**config.mk**
```make
export PLATFORM = sky130hd
export DESIGN_NAME = sa_request_arbiter_flat
export DESIGN_NICKNAME = d
export VERILOG_FILES = /design/src/rtl/switch_pkg.sv /design/src/rtl/sa_request_arbiter_if.sv /design/src/rtl/rr_arbiter.sv /design/src/rtl/sa_request_arbiter.sv /design/src/flat_wrapper.sv
export SDC_FILE = /design/constraint.sdc
export NUM_CORES = 1
export LEC_CHECK = 0
export ABC_AREA = 1
export CAP_MARGIN = 20
export CORE_ASPECT_RATIO = 1.75
export CORE_MARGIN = 3
export CORE_UTILIZATION = 55
export DETAILED_ROUTE_END_ITERATION = 12
export GPL_ROUTABILITY_DRIVEN = 1
export PLACE_DENSITY_LB_ADDON = 0.05
export SKIP_CTS_REPAIR_TIMING = 1
export SLEW_MARGIN = 20
export SYNTH_ARGS = -nofsm -noshare
export SYNTH_HDL_FRONTEND = slang
export SYNTH_SLANG_ARGS = --single-unit
```
**constraint.sdc**
```tcl
create_clock -name clk -period 4.32 [get_ports clk]
set_input_delay 1.08 -clock clk [delete_from_list [all_inputs] [get_ports clk]]
set_output_delay 1.08 -clock clk [all_outputs]
set_load 0.05 [all_outputs]
```
**src/rtl/switch_pkg.sv**
```systemverilog
// Shared switch types and sizing helpers for the request arbiter and the
// switch allocator it feeds.
package switch_pkg;

    // Width of the saturating deny counter.
    localparam int DENY_W = 16;

    // What happened to the staged request in the current cycle.
    typedef enum logic [1:0] {
        STAGE_IDLE,      // nothing staged
        STAGE_GRANT,     // allocator accepted the request
        STAGE_DENY,      // allocator refused the request
        STAGE_WITHDRAW   // buffer dropped its request before it was served
    } stage_outcome_e;

    // Index width for N items, never narrower than one bit.
    function automatic int clog2_min1(input int n);
        return (n <= 1) ? 1 : $clog2(n);
    endfunction

endpackage

```
**src/rtl/sa_request_arbiter_if.sv**
```systemverilog
// Buffer/allocator handshake bundle for the switch-allocation request arbiter.
// The slave side is the arbiter; the master side is the buffers plus the
// switch allocator.
interface sa_request_arbiter_if
    import switch_pkg::*;
#(
    parameter int NUM_BUFFERS  = 5,
    parameter int NUM_OUTPORTS = 5,
    parameter int NUM_VCS      = 2
);
    localparam int BUF_W = clog2_min1(NUM_BUFFERS);
    localparam int OP_W  = clog2_min1(NUM_OUTPORTS);
    localparam int VC_W  = clog2_min1(NUM_VCS);

    // Buffer side
    logic [NUM_BUFFERS-1:0]                 req_valid;
    logic [NUM_BUFFERS-1:0][OP_W-1:0]       req_outport;
    logic [NUM_BUFFERS-1:0][VC_W-1:0]       req_vc;
    logic [NUM_BUFFERS-1:0]                 req_grant;

    // Allocator side
    logic                                   allocate;
    logic [BUF_W-1:0]                       requestor;
    logic [OP_W-1:0]                        requested;
    logic [VC_W-1:0]                        requested_vc;
    logic                                   switch_valid;
    logic [NUM_OUTPORTS-1:0][NUM_VCS-1:0]   sa_enable;

    modport master (
        output req_valid, req_outport, req_vc, switch_valid, sa_enable,
        input  req_grant, allocate, requestor, requested, requested_vc
    );

    modport slave (
        input  req_valid, req_outport, req_vc, switch_valid, sa_enable,
        output req_grant, allocate, requestor, requested, requested_vc
    );

endinterface

```
**src/rtl/rr_arbiter.sv**
```systemverilog
// Combinational rotate-priority encoder: returns the first set request at or
// after ptr, wrapping around, plus a found flag.
module rr_arbiter
    import switch_pkg::*;
#(
    parameter  int NUM_REQ = 5,
    localparam int PTR_W   = clog2_min1(NUM_REQ)
) (
    input  logic [NUM_REQ-1:0] req,
    input  logic [PTR_W-1:0]   ptr,
    output logic [PTR_W-1:0]   winner,
    output logic               found
);

    logic [PTR_W-1:0] idx;

    // Scan from ptr upward with wrap; the first hit wins.
    always_comb begin
        // NOTE: every output of a combinational block gets a default before any
        // conditional assignment, otherwise a latch is inferred.
        winner = '0;
        found  = 1'b0;
        idx    = '0;
        for (int off = 0; off < NUM_REQ; off++) begin
            idx = PTR_W'((int'(ptr) + off) % NUM_REQ);
            if (!found && req[idx]) begin
                found  = 1'b1;
                winner = idx;
            end
        end
    end

endmodule

```
**src/rtl/sa_request_arbiter.sv**
```systemverilog
// Switch-allocation request arbiter: picks one buffer per cycle round-robin,
// holds it in a single stage register and presents it to the switch
// allocator. The stage is resolved (grant, deny or withdraw) every cycle it is
// occupied, so a fresh winner can be loaded behind every grant.
module sa_request_arbiter
    import switch_pkg::*;
#(
    parameter int NUM_BUFFERS  = 5,
    parameter int NUM_OUTPORTS = 5,
    parameter int NUM_VCS      = 2
) (
    input  logic                 clk,
    input  logic                 n_rst,
    sa_request_arbiter_if.slave  bus,
    output logic [DENY_W-1:0]    deny_count
);

    localparam int BUF_W = clog2_min1(NUM_BUFFERS);
    localparam int OP_W  = clog2_min1(NUM_OUTPORTS);
    localparam int VC_W  = clog2_min1(NUM_VCS);

    // Stage and arbitration state
    logic             stage_valid;
    logic [BUF_W-1:0] stage_req;
    logic [OP_W-1:0]  stage_op;
    logic [VC_W-1:0]  stage_vc;
    logic [BUF_W-1:0] rr_ptr;

    logic [NUM_BUFFERS-1:0] cand;
    logic [BUF_W-1:0]       winner;
    logic                   found;
    logic                   grant_fire;
    stage_outcome_e         outcome;

    // An outport/VC pair already held by the allocator; out-of-range
    // coordinates can never be held.
    function automatic logic enable_hit(
        input logic [OP_W-1:0]                      op,
        input logic [VC_W-1:0]                      vc,
        input logic [NUM_OUTPORTS-1:0][NUM_VCS-1:0] map
    );
        if (int'(op) >= NUM_OUTPORTS || int'(vc) >= NUM_VCS)
            return 1'b0;
        return map[op][vc];
    endfunction

    assign bus.allocate     = stage_valid && bus.req_valid[stage_req];
    assign bus.requestor    = stage_req;
    assign bus.requested    = stage_op;
    assign bus.requested_vc = stage_vc;
    assign grant_fire       = bus.allocate && bus.switch_valid;

    // One-hot grant pulse to the staged buffer when the allocator accepts.
    always_comb begin
        bus.req_grant = '0;
        for (int i = 0; i < NUM_BUFFERS; i++)
            bus.req_grant[i] = grant_fire && (stage_req == BUF_W'(i));
    end

    // Classify what happens to the staged request this cycle.
    always_comb begin
        outcome = STAGE_IDLE;
        if (stage_valid) begin
            if (!bus.req_valid[stage_req])
                outcome = STAGE_WITHDRAW;
            else if (bus.switch_valid)
                outcome = STAGE_GRANT;
            else
                outcome = STAGE_DENY;
        end
    end

    // Candidates: valid, target not already allocated, and not colliding with
    // the request currently staged (same buffer or same outport/VC).
    always_comb begin
        cand = '0;
        for (int i = 0; i < NUM_BUFFERS; i++) begin
            cand[i] = bus.req_valid[i]
                   && !enable_hit(bus.req_outport[i], bus.req_vc[i], bus.sa_enable)
                   && !(stage_valid
                        && ((stage_req == BUF_W'(i))
                            || (bus.req_outport[i] == stage_op
                                && bus.req_vc[i] == stage_vc)));
        end
    end

    rr_arbiter #(
        .NUM_REQ (NUM_BUFFERS)
    ) u_rr_arbiter (
        .req    (cand),
        .ptr    (rr_ptr),
        .winner (winner),
        .found  (found)
    );

    // Reload the stage every cycle, advance the pointer past each winner and
    // count denials.
    always_ff @(posedge clk or negedge n_rst) begin
        if (!n_rst) begin
            // NOTE: sequential state uses non-blocking assignments so every
            // register samples the pre-edge values regardless of statement order.
            stage_valid <= 1'b0;
            stage_req   <= '0;
            stage_op    <= '0;
            stage_vc    <= '0;
            rr_ptr      <= '0;
            deny_count  <= '0;
        end else begin
            stage_valid <= found;
            if (found) begin
                stage_req <= winner;
                stage_op  <= bus.req_outport[winner];
                stage_vc  <= bus.req_vc[winner];
                rr_ptr    <= (winner == BUF_W'(NUM_BUFFERS - 1)) ? '0 : winner + BUF_W'(1);
            end
            if (outcome == STAGE_DENY && deny_count != '1)
                deny_count <= deny_count + DENY_W'(1);
        end
    end

endmodule

```
**src/flat_wrapper.sv**
```systemverilog
// flat-port wrapper written by rule: the top's interface ports become plain ports
module sa_request_arbiter_flat import switch_pkg::*;
#(
    parameter int NUM_BUFFERS  = 5,
    parameter int NUM_OUTPORTS = 5,
    parameter int NUM_VCS      = 2
)
  (clk, n_rst, deny_count, bus_req_valid, bus_req_outport, bus_req_vc, bus_switch_valid, bus_sa_enable, bus_req_grant, bus_allocate, bus_requestor, bus_requested, bus_requested_vc);
  sa_request_arbiter_if #(.NUM_BUFFERS(NUM_BUFFERS), .NUM_OUTPORTS(NUM_OUTPORTS), .NUM_VCS(NUM_VCS)) bus_i ();
  input  logic clk;
  input  logic n_rst;
  output logic [DENY_W-1:0] deny_count;
  input wire logic [$bits(bus_i.req_valid)-1:0] bus_req_valid;
  input wire logic [$bits(bus_i.req_outport)-1:0] bus_req_outport;
  input wire logic [$bits(bus_i.req_vc)-1:0] bus_req_vc;
  input wire logic [$bits(bus_i.switch_valid)-1:0] bus_switch_valid;
  input wire logic [$bits(bus_i.sa_enable)-1:0] bus_sa_enable;
  output wire logic [$bits(bus_i.req_grant)-1:0] bus_req_grant;
  output wire logic [$bits(bus_i.allocate)-1:0] bus_allocate;
  output wire logic [$bits(bus_i.requestor)-1:0] bus_requestor;
  output wire logic [$bits(bus_i.requested)-1:0] bus_requested;
  output wire logic [$bits(bus_i.requested_vc)-1:0] bus_requested_vc;
  assign bus_i.req_valid = bus_req_valid;
  assign bus_i.req_outport = bus_req_outport;
  assign bus_i.req_vc = bus_req_vc;
  assign bus_i.switch_valid = bus_switch_valid;
  assign bus_i.sa_enable = bus_sa_enable;
  assign bus_req_grant = bus_i.req_grant;
  assign bus_allocate = bus_i.allocate;
  assign bus_requestor = bus_i.requestor;
  assign bus_requested = bus_i.requested;
  assign bus_requested_vc = bus_i.requested_vc;
  sa_request_arbiter #(.NUM_BUFFERS(NUM_BUFFERS), .NUM_OUTPORTS(NUM_OUTPORTS), .NUM_VCS(NUM_VCS)) u_core (.clk(clk), .n_rst(n_rst), .bus(bus_i), .deny_count(deny_count));
endmodule
```
==> flow_metrics.py <==
metrics = {
    "yosys": {
        "async_flop_share_pct": 100,
        "synth_seq_cells": 27,
        "syn_inst": 599,
        "yosys_most_used_dff": "dfrtp_1",
        "ys.warnings.count": 0,
        "syn_area_um2": 3780,
        "synth_cell_types": 42,
        "synth_edf_count": 0,
        "synthTopCellsByCount": "182 x nand2_1, 77 x inv_1, 68 x nand3_1, 45 x nor2_1, 27 x dfrtp_1",
        "ys_seq_area_share_pct": 17.9,
        "synth_top_area_cell": "nand2_1",
        "syn_nets": 661,
        "yosys.cell_count.top_type": "nand2_1",
        "synth.area.top_cells": "nand2_1 18%, dfrtp_1 18%, nand3_1 9.0%",
        "avgSynthCellArea_um2": 6.30,
        "yosys.area.top_type_share_pct": 18.1,
    },
    "cts": {
        "clock-sinks": 27,
        "clk_latency_ps": 260,
        "cts-root-buf": "clkbuf_16",
        "clk_path_buf_depth": 2,
        "cts_buffers": 3,
        "cts.clk_slew.worst_paths_ps": 60,
        "htree_levels": 1,
        "tritoncts": "yes",
    },
    "worst_setup_path": {
        "cpMaxStageDelayCell": "dfrtp_1",
        "crit_required_ps": 4510,
        "cp_common_cell": "nand2_1",
        "endpoint_kind": "register",
        "cp-start-kind": "register",
        "crit_type": "reg2reg",
        "critPathMaxFanout": 10,
        "rr_worst_depth": 26,
        "max_stage_delay_ps": 380,
        "cp_data_arrival_time_ps": 4190,
    },
    "die": {
        "std_cell_rows": 39,
        "die_h_um": 116,
        "die-area_um2": 7930,
        "coreArea_um2": 6590,
        "dieWidth_um": 68.6,
        "start_util_pct": 57.3,
        "io_pins": 67,
    },
    "global_route": {
        "grt_max_degree": 28,
        "grt_pass1_wl_um": 18600,
        "grt-ovfl-total": 0,
        "antenna_found_initial": 0,
        "grt_usage_pct": 30.5,
        "grt_pass1_vias": 4138,
    },
    "timing": {
        "worst_pin_slew_ps": 545,
        "min_period_over_period_pct": 92.7,
        "drv_slew": 0,
        "setup_viol": 0,
        "relSlewSlack_pct": 63.5,
        "fin_crit_ps": 4000,
        "skew_ps": 4.14,
        "fmax_mhz": 250,
        "hold_viol_final": 0,
        "rsz0062_at_grt": "false",
    },
    "cells_and_area": {
        "multi_input_area_um2": 2790,
        "seq_area_um2": 677,
        "nets": 733,
        "area_growth_syn_to_layout_pct": 25.7,
        "layout-drive-gt1-share_pct": 11.8,
        "nFillCells": 587,
        "n_antenna_cell": 0,
        "post-route-util_pct": 72.1,
    },
    "detailed_routing": {
        "vias_per_cell": 5.56,
        "initialDrtViolationCount": 245,
        "ant_nets": 0,
        "drt-pass1-iter-count": 4,
        "via_count": 4178,
        "wire_per_inst_um": 15.6,
        "route.detailed.drc": 0,
        "wirelength_um": 11700,
    },
    "flow_run": {
        "maxCapViolCount": 0,
    },
    "min_path": {
        "hp-class": "reg2reg",
        "min_path_cells": 1,
    },
    "placed_design": {
        "hpwl_um": 9620,
        "place_congestion": 1.00,
        "port_buffers": 66,
    },
    "run_status": {
        "status": "complete, no violations",
    },
}
==> registers in the layout (all words and copies together) (netlist names) <==
signal                   count
u_core.rr_ptr                3
u_core.bus.requestor         3
u_core.bus.requested_vc      1
u_core.bus.requested         3
u_core.deny_count           16
u_core.stage_valid           1
==> per-stage QoR <==
step / worst slack [ps] / setup TNS [ps] / hold WS (ps) / area, um^2 / cells
floorplan: 327 / 0 / 727 / 3780 / 599
global placement: -14.7 / -29.0 / 484 / 4600 / 745
detailed placement: -1.11 / -1.11 / 489 / 4600 / 745
CTS: 167 / 0 / 501 / 4680 / 749
global route: 9.72 / 0 / 519 / 4750 / 752
finish: 317 / 0 / 498 / 4750 / 752
==> worst paths after layout <==
path / from / slack [ps] / endpoint
worst min-delay path: u_core.deny_count[14] / 500 / u_core.deny_count[14]
max in group asynchronous: n_rst / 2830 / u_core.rr_ptr[2]
worst min register to register: u_core.deny_count[14] / 500 / u_core.deny_count[14]
min in group asynchronous: n_rst / 1200 / u_core.deny_count[8]
worst max register to register: u_core.rr_ptr[1] / 320 / u_core.bus.requested[2]
worst max-delay path: u_core.rr_ptr[1] / 320 / u_core.bus.requested[2]
==> final cells by class <==
type                       instances  area share, %
multi-input combinational        480           58.7
timing repair buffer              77           16.7
sequential                        27           14.3
inverter                          82           6.48
tap                               82           2.16
clock buffer                       3           1.58
clock inverter                     1          0.105
==> cell usage in the layout, fill, tap and decap left out, drive strengths merged <==
cell type	synthesis	final
mux2	1	1
nand3b	8	8
fa	1	1
a211oi	1	1
o21ai	29	29
nor3b	1	1
o21a	1	1
o211ai	9	9
a21boi	1	1
nor3	10	10
xnor2	10	10
a22oi	1	1
inv	81	81
a21oi	16	16
buf	9	17
dlymetal6s2s	0	1
a31oi	2	2
clkinv	1	2
clkbuf	1	3
o21bai	1	1
nand3	78	78
nand2	198	198
a31o	1	1
a32oi	1	1
xor2	22	22
clkdlybuf4s50	0	59
nor2	49	49
nand4	16	16
dfrtp	27	27
ha	23	23
==> critical path, delay by kind of cell, from the launching register on <==
| family | cells | cell delay (ps) |
|---|---|---|
| simple gates | 14 | 1390 |
| buf+inv | 3 | 380 |
| xor+xnor | 2 | 360 |
| compound gates | 4 | 590 |
| flops | 1 | 380 |
| fa+ha+maj | 3 | 800 |
==> cell families (layout without fill, tap and decap cells) <==
| group | after synthesis | after routing | synth area share (%) |
|---|---|---|---|
| AOI/OAI and AO/OA | 63 | 63 | 11.3 |
| xor gates and xnor gates | 32 | 32 | 7.82 |
| adders and majority gates | 24 | 24 | 8.15 |
| buffers and inverters | 92 | 163 | 9.44 |
| DFF | 27 | 27 | 17.9 |
| muxes | 1 | 1 | 0.298 |
| and+or+nand+nor | 360 | 360 | 45.1 |
==> metal layers <==
metal,global-route usage [%],part of all wire (%),routed length (um)
met1,30.4,35,4050
met3,2.81,3.5,406
met2,58.4,56,6520
met4,16.7,6.4,748
met5,0,0,0
Power is not shown: default switching activity piles up to over one toggle a cycle in this logic, so the estimate is an artifact.
